File: src/rtl/spi_slave_sync.sv
// SPI mode-0 responder (CPOL=0, CPHA=0, MSB first) that runs entirely on clk.
// sclk, ss_n and mosi are oversampled through synchronizers, so sclk clocks no flops.
// Ports:
//   clk, rst_n          system clock, async active-low reset
//   sclk, ss_n, mosi    SPI inputs from the master (asynchronous to clk)
//   miso, miso_oe       serial data out and its tri-state enable
//   tx_data/tx_valid/tx_ready   single-entry transmit buffer, valid/ready handshake
//   rx_data/rx_valid    last complete received word and its one-cycle strobe
//   busy                select active (synchronized ss_n low)
//   tx_underrun         one-cycle strobe: FILL was loaded because the buffer was empty
module spi_slave_sync #(
    parameter int unsigned     BITS = 8,
    parameter logic [BITS-1:0] FILL = '0
) (
    input  logic            clk,
    input  logic            rst_n,
    input  logic            sclk,
    input  logic            ss_n,
    input  logic            mosi,
    output logic            miso,
    output logic            miso_oe,
    input  logic [BITS-1:0] tx_data,
    input  logic            tx_valid,
    output logic            tx_ready,
    output logic [BITS-1:0] rx_data,
    output logic            rx_valid,
    output logic            busy,
    output logic            tx_underrun
);

    localparam int unsigned CNT_W = $clog2(BITS + 1);

    typedef enum logic {
        IDLE   = 1'b0,
        ACTIVE = 1'b1
    } state_t;

    // Synchronizer chains: bit 0 = s1, bit 1 = s2, bit 2 = s3.
    // mosi is only ever read from its second stage, so its chain stops there.
    logic [2:0]      sclk_sync_q, sclk_sync_d;
    logic [2:0]      ss_sync_q, ss_sync_d;
    logic [1:0]      mosi_sync_q, mosi_sync_d;

    state_t          state_q, state_d;
    logic [CNT_W-1:0] bit_cnt_q, bit_cnt_d;
    logic            word_end_q, word_end_d;
    logic [BITS-1:0] tx_shift_q, tx_shift_d;
    logic [BITS-1:0] rx_shift_q, rx_shift_d;
    logic [BITS-1:0] tx_buf_q, tx_buf_d;
    logic            tx_ready_q, tx_ready_d;
    logic [BITS-1:0] rx_data_q, rx_data_d;
    logic            rx_valid_q, rx_valid_d;
    logic            busy_q, busy_d;
    logic            miso_q, miso_d;
    logic            miso_oe_q, miso_oe_d;
    logic            tx_underrun_q, tx_underrun_d;

    logic            sclk_rise, sclk_fall, ss_rise, ss_fall, mosi_s2, load;

    // Next-state logic: edge detection, FSM, shifters and transmit buffer.
    always_comb begin
        sclk_sync_d   = {sclk_sync_q[1:0], sclk};
        ss_sync_d     = {ss_sync_q[1:0], ss_n};
        mosi_sync_d   = {mosi_sync_q[0], mosi};
        state_d       = state_q;
        bit_cnt_d     = bit_cnt_q;
        word_end_d    = word_end_q;
        tx_shift_d    = tx_shift_q;
        rx_shift_d    = rx_shift_q;
        tx_buf_d      = tx_buf_q;
        tx_ready_d    = tx_ready_q;
        rx_data_d     = rx_data_q;
        rx_valid_d    = 1'b0;
        tx_underrun_d = 1'b0;
        load          = 1'b0;

        sclk_rise = sclk_sync_q[1] & ~sclk_sync_q[2];
        sclk_fall = ~sclk_sync_q[1] & sclk_sync_q[2];
        ss_rise   = ss_sync_q[1] & ~ss_sync_q[2];
        ss_fall   = ~ss_sync_q[1] & ss_sync_q[2];
        mosi_s2   = mosi_sync_q[1];

        case (state_q)
            IDLE: begin
                if (ss_fall) begin
                    state_d   = ACTIVE;
                    load      = 1'b1;
                    bit_cnt_d = '0;
                end
            end
            ACTIVE: begin
                // Deselect has priority over any coincident sclk edge.
                if (ss_rise) begin
                    state_d    = IDLE;
                    bit_cnt_d  = '0;
                    word_end_d = 1'b0;
                end else if (sclk_rise) begin
                    rx_shift_d = {rx_shift_q[BITS-2:0], mosi_s2};
                    if (bit_cnt_q == CNT_W'(BITS - 1)) begin
                        rx_data_d  = rx_shift_d;
                        rx_valid_d = 1'b1;
                        bit_cnt_d  = '0;
                        word_end_d = 1'b1;
                    end else begin
                        bit_cnt_d = bit_cnt_q + CNT_W'(1);
                    end
                end else if (sclk_fall) begin
                    // The fall after a word's last bit presents the next word's MSB.
                    if (word_end_q) begin
                        load       = 1'b1;
                        word_end_d = 1'b0;
                    end else begin
                        tx_shift_d = {tx_shift_q[BITS-2:0], 1'b0};
                    end
                end
            end
            default: state_d = IDLE;
        endcase

        // Load uses the buffer state before any same-cycle write.
        if (load) begin
            if (!tx_ready_q) begin
                tx_shift_d = tx_buf_q;
                tx_ready_d = 1'b1;
            end else begin
                tx_shift_d    = FILL;
                tx_underrun_d = 1'b1;
            end
        end

        if (tx_valid && tx_ready_q) begin
            tx_buf_d   = tx_data;
            tx_ready_d = 1'b0;
        end

        busy_d    = (state_d == ACTIVE);
        miso_oe_d = busy_d;
        miso_d    = busy_d & tx_shift_d[BITS-1];
    end

    // State and output registers.
    always_ff @(posedge clk or negedge rst_n) begin
        if (!rst_n) begin
            sclk_sync_q   <= 3'b000;
            ss_sync_q     <= 3'b111;
            mosi_sync_q   <= 2'b00;
            state_q       <= IDLE;
            bit_cnt_q     <= '0;
            word_end_q    <= 1'b0;
            tx_shift_q    <= FILL;
            rx_shift_q    <= '0;
            tx_buf_q      <= '0;
            tx_ready_q    <= 1'b1;
            rx_data_q     <= '0;
            rx_valid_q    <= 1'b0;
            busy_q        <= 1'b0;
            miso_q        <= 1'b0;
            miso_oe_q     <= 1'b0;
            tx_underrun_q <= 1'b0;
        end else begin
            sclk_sync_q   <= sclk_sync_d;
            ss_sync_q     <= ss_sync_d;
            mosi_sync_q   <= mosi_sync_d;
            state_q       <= state_d;
            bit_cnt_q     <= bit_cnt_d;
            word_end_q    <= word_end_d;
            tx_shift_q    <= tx_shift_d;
            rx_shift_q    <= rx_shift_d;
            tx_buf_q      <= tx_buf_d;
            tx_ready_q    <= tx_ready_d;
            rx_data_q     <= rx_data_d;
            rx_valid_q    <= rx_valid_d;
            busy_q        <= busy_d;
            miso_q        <= miso_d;
            miso_oe_q     <= miso_oe_d;
            tx_underrun_q <= tx_underrun_d;
        end
    end

    assign miso        = miso_q;
    assign miso_oe     = miso_oe_q;
    assign tx_ready    = tx_ready_q;
    assign rx_data     = rx_data_q;
    assign rx_valid    = rx_valid_q;
    assign busy        = busy_q;
    assign tx_underrun = tx_underrun_q;

endmodule

File: config.mk
export PLATFORM = sky130hd
export DESIGN_NAME = spi_slave_sync
export DESIGN_NICKNAME = d
export VERILOG_FILES = /design/src/rtl/spi_slave_sync.sv
export SDC_FILE = /design/constraint.sdc
export NUM_CORES = 1
export LEC_CHECK = 0
export CORE_MARGIN = 5
export CORE_UTILIZATION = 45
export CTS_CLUSTER_SIZE = 14
export DETAILED_ROUTE_END_ITERATION = 8
export DONT_BUFFER_PORTS = 1
export SYNTH_ARGS = -nofsm -noshare
export SYNTH_HDL_FRONTEND = slang
export SYNTH_SLANG_ARGS = --single-unit
export TNS_END_PERCENT = 20
File: constraint.sdc
create_clock -name clk -period 1.8 [get_ports clk]
set_input_delay 0.36 -clock clk [delete_from_list [all_inputs] [get_ports clk]]
set_output_delay 0.36 -clock clk [all_outputs]
set_load 0.02 [all_outputs]
==> results.txt, run 1 <==
The library cell used most frequently in the layout, excluding fill and tap cells, is sky130_fd_sc_hd__dfrtp_1. In the final routed layout, each cell accounts on average for 15.1 um. Fmax: 588 MHz.

After detailed routing, the number of vias per cell comes to 5.50. The wire length of the first global-routing pass is 5640 um, and the initial core utilization is 0.461. The die is 76.8 um tall.

For the number of max-slew violations in the final report, the log shows 0. The synthesized netlist occupies a cell area of 2010 sq um. For the worst slew margin relative to its limit, the log shows 0.732. The total leakage power was 0.000992 uW. STA puts the critical path data arrival time at 1.89 ns. The logs give 0.815 for the placer congestion estimate and 37 for the unique cell type count in the Yosys netlist. Row generation in the floorplan step produced 24 rows. For this run, the number of Yosys warnings is 0. For the pin with the worst max-slew slack, the measured transition is 0.398 ns. The run gives 0.00728 ns as the final setup skew. The run gives 175 as the count of nets after finishing.

By area the synthesized netlist is led by sky130_fd_sc_hd__dfrtp_1 56%, sky130_fd_sc_hd__mux2_2 13%, sky130_fd_sc_hd__dfstp_2 5.2%. In this run the deepest clock path goes through 2 buffers. The post-synthesis instance total is 146, and the max-cap violation count is 0. Port buffering added 0 buffers. Summed over all instances, the cell type with the most area after synthesis is sky130_fd_sc_hd__dfrtp_1.

For this block, the via count after detailed routing is 1160. CTS built an H-tree with a depth of 2. The tightest min-delay check is of the in -> reg type. Entering global routing, the biggest net connects 50 pins. In this run the mean area of a mapped cell was 13.7 sq um.

The number of failing hold endpoints at the final stage was 0; the via count of the first global-routing pass was 1206. Setup violations remaining at the end of the flow were counted as 0. Measured along the x axis, the die boundary spans 76.8 um.

The fraction of layout instances using a drive strength above 1 was 0.314. The tools report the initial antenna violation count as 0. Sequential element share of the synthesized area: 0.614. Clock tree synthesis selected as its root buffer the cell sky130_fd_sc_hd__clkbuf_8. Along the worst path, the maximum fanout reaches 6. Counting cells, the worst reg-to-reg path comes to 6. 28 I/O pins were placed. Overall track demand over capacity in global routing: 0.120. Compared with the post-synthesis result, the final layout area differs by 12.4%. Along the worst hold path, the cell count comes to 0.

The diode insertion count for antenna repair was 0; the fraction of the cycle the final worst path needs was 0.945. Power spread over the standard cell area amounts to 1180 nW/um^2. The run gives 49 as the count of clock tree sinks. The run gives 0 as the final antenna-violating net count. Setup repair after global routing could not meet its margin everywhere. The peak ir drop on the vdd network was 0.693 mV.

Clock transition at the registers of the reported paths: 0.09 ns. The flow ran to the end, and the final reports show no timing, DRC or antenna violations. TritonCTS built the clock tree.

The shortest period the worst path allows came out at 1.70 ns. The required time reported for the critical path endpoint is 1.98 ns. Leaving out fill and tap cells, the most frequent cells in the layout are 45 x sky130_fd_sc_hd__dfrtp_1, 23 x sky130_fd_sc_hd__mux2_2, 7 x sky130_fd_sc_hd__nor2_1.

For the die area, the log shows 5890 sq um. The tools report the sort of element at the start of the critical path as a register. The remaining global-route overflow was 0; the proportion of netlist area held by the largest area contributor was 0.561. The run gives 3180 um as the post-detailed-routing wire length. The number of DRC markers after the initial detailed-route iteration was 24; the detailed-routing iteration count for the pre-antenna-repair pass was 4.

In this run the standard cell core region covers 4350 sq um. The number of remaining DRC errors was 0. The worst setup path is of the reg -> reg kind. Overall power consumption after layout is estimated at 2650 uW. Counting every net in the synthesized netlist gives 163. The final cell utilization of the core was 0.518.

Synthesis inferred 49 register bits. The critical path endpoint category is a register. For the clock latency at the later pin of the worst-skew pair, the log shows 0.30 ns. The logs give 5 for the number of buffers created by CTS and 2300 um for the half-perimeter wire length after detailed placement.
through the flow:
stage                     cells  hold slack, ns  setup TNS, ns  setup WS, ns  instance area [sq um]
final                       211          0.0513              0        0.0986                   2250
after global routing        211          0.0361       -0.00204      -0.00204                   2250
after CTS                   210          0.0425              0        0.0314                   2220
after detailed placement    200          0.0665      -0.000197     -0.000197                   2090
after global placement      200          0.0664              0        0.0502                   2090
after floorplan             146          0.0644              0         0.193                   2010
area by class of cell:
cell class / instances / area (sq um)
clock buffers: 6 / 82.6
clock inverters: 2 / 17.5
fillers: 398 / 2100
inverters: 5 / 18.8
multi-input cells: 88 / 737
flip-flops and latches: 49 / 1230
well taps: 52 / 65.1
repair buffers: 9 / 103
cell families (layout without fill, tap and decap cells):
group | count (synthesis) | after routing | share of synthesized area
mux | 24 | 24 | 0.134
fa+ha+maj | 3 | 3 | 0.0187
buf+inv | 9 | 22 | 0.0237
flops | 49 | 49 | 0.614
compound gates | 30 | 30 | 0.110
simple gates | 31 | 31 | 0.0992
where the power goes:
part	leakage, uW	switching (uW)	internal [uW]	total [uW]
registers	0.000612	188	1360	1550
clock network	0.0000518	363	319	681
logic	0.000328	177	241	418
registers in the layout, summed over array words and instances, names as in the netlist, 2 cells and up:
signal / count
rx_shift_q: 7
mosi_sync_q: 2
rx_data: 8
tx_buf_q: 8
bit_cnt_q: 4
tx_shift_q: 8
ss_sync_q: 3
sclk_sync_q: 3
worst max-delay path, cell delays in order, from the launching register on:
cell                      delay (ns)
sky130_fd_sc_hd__dfstp_2        0.58
sky130_fd_sc_hd__nor2b_2        0.31
sky130_fd_sc_hd__buf_4          0.20
sky130_fd_sc_hd__nor4b_4        0.05
sky130_fd_sc_hd__buf_4          0.16
sky130_fd_sc_hd__a22oi_1        0.18
sky130_fd_sc_hd__a21oi_1        0.09
worst paths after layout:
check | from | slack [ns] | endpoint
min reg2reg | mosi_sync_q[0] | 0.36 | mosi_sync_q[1]
max | ss_sync_q[1] | 0.1 | tx_shift_q[4]
min | ss_n | 0.05 | ss_sync_q[0]
min in group asynchronous | rst_n | 0.56 | tx_buf_q[7]
max in group asynchronous | rst_n | 0.98 | tx_ready
max reg2reg | ss_sync_q[1] | 0.1 | tx_shift_q[4]
synth_stat cells (all sizes together):
master,count
nor2,8
nand4bb,1
a22oi,6
inv,5
nand3,3
ha,3
nand2,6
o32ai,1
o21a,1
a21oi,6
o21ai,7
buf,4
nand3b,1
nor2b,2
o2bb2ai,2
mux2,23
and2,2
dfrtp,45
nand4b,1
dfstp,4
a31o,1
a32oi,1
o22ai,1
nor3,1
nor3b,1
nor4b,1
a22o,2
o31ai,1
mux2i,1
a41o,1
or4,1
nand2b,2
or3b,1
routing by layer:
layer,wire length (um),up-vias,global-route usage
met5,0,-,0
met3,128,8,0.0410
li1,-,549,-
met1,1390,586,0.149
met4,51,0,0.0490
met2,1620,17,0.192
repair_timing:
item / CTS / global route
endpoints found under the setup margin: 4 / 26
hold buffers: 2 / 0
hold endpoints to repair: 49 / 0
buffers inserted: 0 / 1
resized for setup: 0 / 3
pin swaps: 1 / 1
No activity file was read; power rests on OpenSTA's default activity.
==> run 2, diff against run 1 <==
--- a/config.mk
+++ b/config.mk
@@ -10,6 +10,7 @@
 export CTS_CLUSTER_SIZE = 14
 export DETAILED_ROUTE_END_ITERATION = 8
 export DONT_BUFFER_PORTS = 1
+export MAX_ROUTING_LAYER = met4
 export SYNTH_ARGS = -nofsm -noshare
 export SYNTH_HDL_FRONTEND = slang
 export SYNTH_SLANG_ARGS = --single-unit
==> run 2 against run 1 <==
Against the previous run: register-to-register slack about the same; highest routed layer unchanged; non-clock buffer count unchanged; routed wire length up 0.22%; combinational power about the same; global-route usage up 0.36 points; first-iteration DRC count up 33%; critical path type unchanged; largest cell class unchanged; clock skew about the same; cell area unchanged; core utilization unchanged; count of clock-buffer cells in the layout unchanged; clock power about the same; sequential share of layout area unchanged.
==> results.txt, run 2 (synthesized netlist as in run 1, its figures left out) <==
The flow ran to the end, and the final reports show no timing, DRC or antenna violations. The sum of negative setup slack came out at 0 ns (unchanged). The run gives 0.000992 uW (unchanged) as the total leakage power. Setup repair after global routing could not meet its margin everywhere.

For the max-cap violation count, the log shows 0 (unchanged). Overall track demand over capacity in global routing: 0.124 (was 0.120). The number of max-slew violations in the final report was 0 (unchanged); the standard cell core area was 4350 sq um (unchanged). The signed area change from the synthesized netlist to the final layout was 12.4% (unchanged). For the die area, the log shows 5890 sq um (unchanged). The clock transition at the registers of the reported paths is 0.09 ns (about the same). The critical path endpoint category was a register (unchanged). The die width was 76.8 um (unchanged); the count of clock tree sinks was 49 (unchanged). The clock latency at the later pin of the worst-skew pair came out at 0.30 ns (about the same). The fraction of the cycle the final worst path needs came out at 0.945 (about the same).

The wire length of the first global-routing pass was 5660 um (was 5640 um). The number of failing hold endpoints at the final stage is 0 (unchanged), and the required time reported for the critical path endpoint is 1.99 ns (was 1.98 ns). The tools report the post-placement cell count as 200 (unchanged).

The switching share of total power was 0.275 (was 0.274); the level count of the clock H-tree was 2 (unchanged). The logs give 1158 (was 1160) for the via count and 0.518 (unchanged) for the final cell utilization of the core. The final standard cell count with taps included and fillers excluded was 211 (unchanged); the fmax was 588 MHz (about the same). The peak ir drop on the vdd network is 0.694 mV (was 0.693 mV), and the relative contribution of sequential cells to total power is 0.585 (about the same). The fraction of layout instances using a drive strength above 1 works out to 0.314 (unchanged). For the via count of the first global-routing pass, the log shows 1205 (was 1206). The total of buffers placed on input and output ports was 0 (unchanged); the count of nets after finishing was 175 (unchanged).

The number of DRC markers after the initial detailed-route iteration came out at 32 (was 24). The tools report the worst-case register-to-register setup slack as 0.1 ns (about the same). The internal portion of total power came out at 1920 uW (about the same). Initial antenna violation count: 0 (unchanged). The number of buffers created by CTS is 5 (unchanged), and the shortest period the worst path allows is 1.70 ns (about the same).

Most frequent cells in the layout: 45 x sky130_fd_sc_hd__dfrtp_1, 23 x sky130_fd_sc_hd__mux2_2, 7 x sky130_fd_sc_hd__nor2_1 (unchanged). The number of filler cells placed in the layout is 398 (unchanged), and the remaining global-route overflow is 0 (unchanged). The sort of element at the start of the critical path is a register (unchanged). The buffer depth of the longest clock path came out at 2 (unchanged). The part of the power in combinational logic was 0.158 (about the same). The tools report the top-level port count as 28 (unchanged). The category of the most critical setup path is reg -> reg (unchanged). The run gives 0 (unchanged) as the final antenna-violating net count. The row count is 24 (unchanged), and the diode insertion count for antenna repair is 0 (unchanged). The final setup skew is 0.00721 ns (was 0.00728 ns), and the detailed-routing iteration count for the pre-antenna-repair pass is 4 (unchanged).

The logs give 729 uW (was 728 uW) for the reported net switching power and 0.461 (unchanged) for the initial core utilization. Worst slew margin relative to its limit: 0.732 (unchanged). For the placer congestion estimate, the log shows 0.828 (was 0.815). Worst hold path class: in -> reg (unchanged). The final number of setup-violating endpoints is 0 (unchanged). The buffer cell driving the clock tree root is sky130_fd_sc_hd__clkbuf_8 (unchanged). Per-cell via count in the routed design: 5.49 (was 5.50). TritonCTS built the clock tree. The most frequent standard cell in the layout excluding fill and tap cells is sky130_fd_sc_hd__dfrtp_1 (unchanged). Half-perimeter wire length after detailed placement: 2300 um (unchanged). The actual slew at the worst max-slew pin is 0.398 ns (unchanged), and the worst setup margin is 0.0985 ns (was 0.0986 ns). The maximum fanout count along the critical path is 6 (unchanged).

The critical path arrival was 1.89 ns (about the same); the height of the die was 76.8 um (unchanged). Number of remaining DRC errors: 0 (unchanged). The maximum number of pins on one net before global-route repair was 50 (unchanged); the power per cell area was 1180 nW/um^2 (about the same). The share of power burned in the clock network is 0.257 (about the same).

The tools report the post-detailed-routing wire length as 3190 um (was 3180 um). The run gives -0.000197 ns (unchanged) as the setup slack at placement. The average routed wire per standard cell is 15.1 um (about the same).
==> run 2: cell counts in the layout (fill, tap and decap cells not counted) <==
Identical to the previous run, type by type.
==> run 2: through the flow <==
stage	total power (uW)	area, sq um	hold WS, ns
2_1_floorplan	1870	2010	0.0644
6_report	2650	2250	0.0510
5_1_grt	2820	2250	0.0361
4_1_cts	2690	2220	0.0425
3_3_place_gp	1950	2090	0.0664
3_5_place_dp	1970	2090	0.0665
==> run 2: worst paths after layout <==
| kind | cells after the start | to | from |
|---|---|---|---|
| max in group asynchronous | 2 | tx_ready | rst_n |
| hold reg to reg | 0 | mosi_sync_q[1] | mosi_sync_q[0] |
| setup / recovery | 6 | tx_shift_q[4] | ss_sync_q[1] |
| setup reg to reg | 6 | tx_shift_q[4] | ss_sync_q[1] |
| min in group asynchronous | 2 | tx_buf_q[7] | rst_n |
| hold / removal | 0 | ss_sync_q[0] | ss_n |
==> run 2: worst max-delay path, stage by stage, from the launching register on <==
cell,delay [ns]
sky130_fd_sc_hd__dfstp_2,0.58
sky130_fd_sc_hd__nor2b_2,0.31
sky130_fd_sc_hd__buf_4,0.20
sky130_fd_sc_hd__nor4b_4,0.05
sky130_fd_sc_hd__buf_4,0.16
sky130_fd_sc_hd__a22oi_1,0.18
sky130_fd_sc_hd__a21oi_1,0.09
==> run 2: routing by layer <==
metal / vias up / global-route usage / wire (um)
li1: 551 / - / -
met1: 582 / 0.152 / 1430
met2: 17 / 0.192 / 1600
met3: 8 / 0.0375 / 109
met4: 0 / 0.0490 / 50
met5: - / - / 0
==> run 2: power by group through the flow <==
stage	combinational (uW)	sequential, uW	clock (uW)
3_5_place_dp	394	1580	0
4_1_cts	426	1560	707
5_1_grt	475	1590	748
6_report	418	1550	682
2_1_floorplan	342	1520	0
3_3_place_gp	376	1570	0
==> run 2: timing repair <==
item / CTS / global route
buffers inserted: 0 / 1
gates resized for setup: 0 / 3
hold endpoints to repair: 49 / 0
endpoints found under the setup margin: 4 / 26
pin swaps: 1 / 1
hold buffers: 2 / 0
==> run 2: layout make-up <==
type	count	area, sq um	area share
Clock buffer	6	82.6	0.0366
Sequential cell	49	1230	0.546
Clock inverter	2	17.5	0.00777
Timing Repair Buffer	9	103	0.0455
Tap cell	52	65.1	0.0289
Inverter	5	18.8	0.00832
Multi-Input combinational cell	88	737	0.327
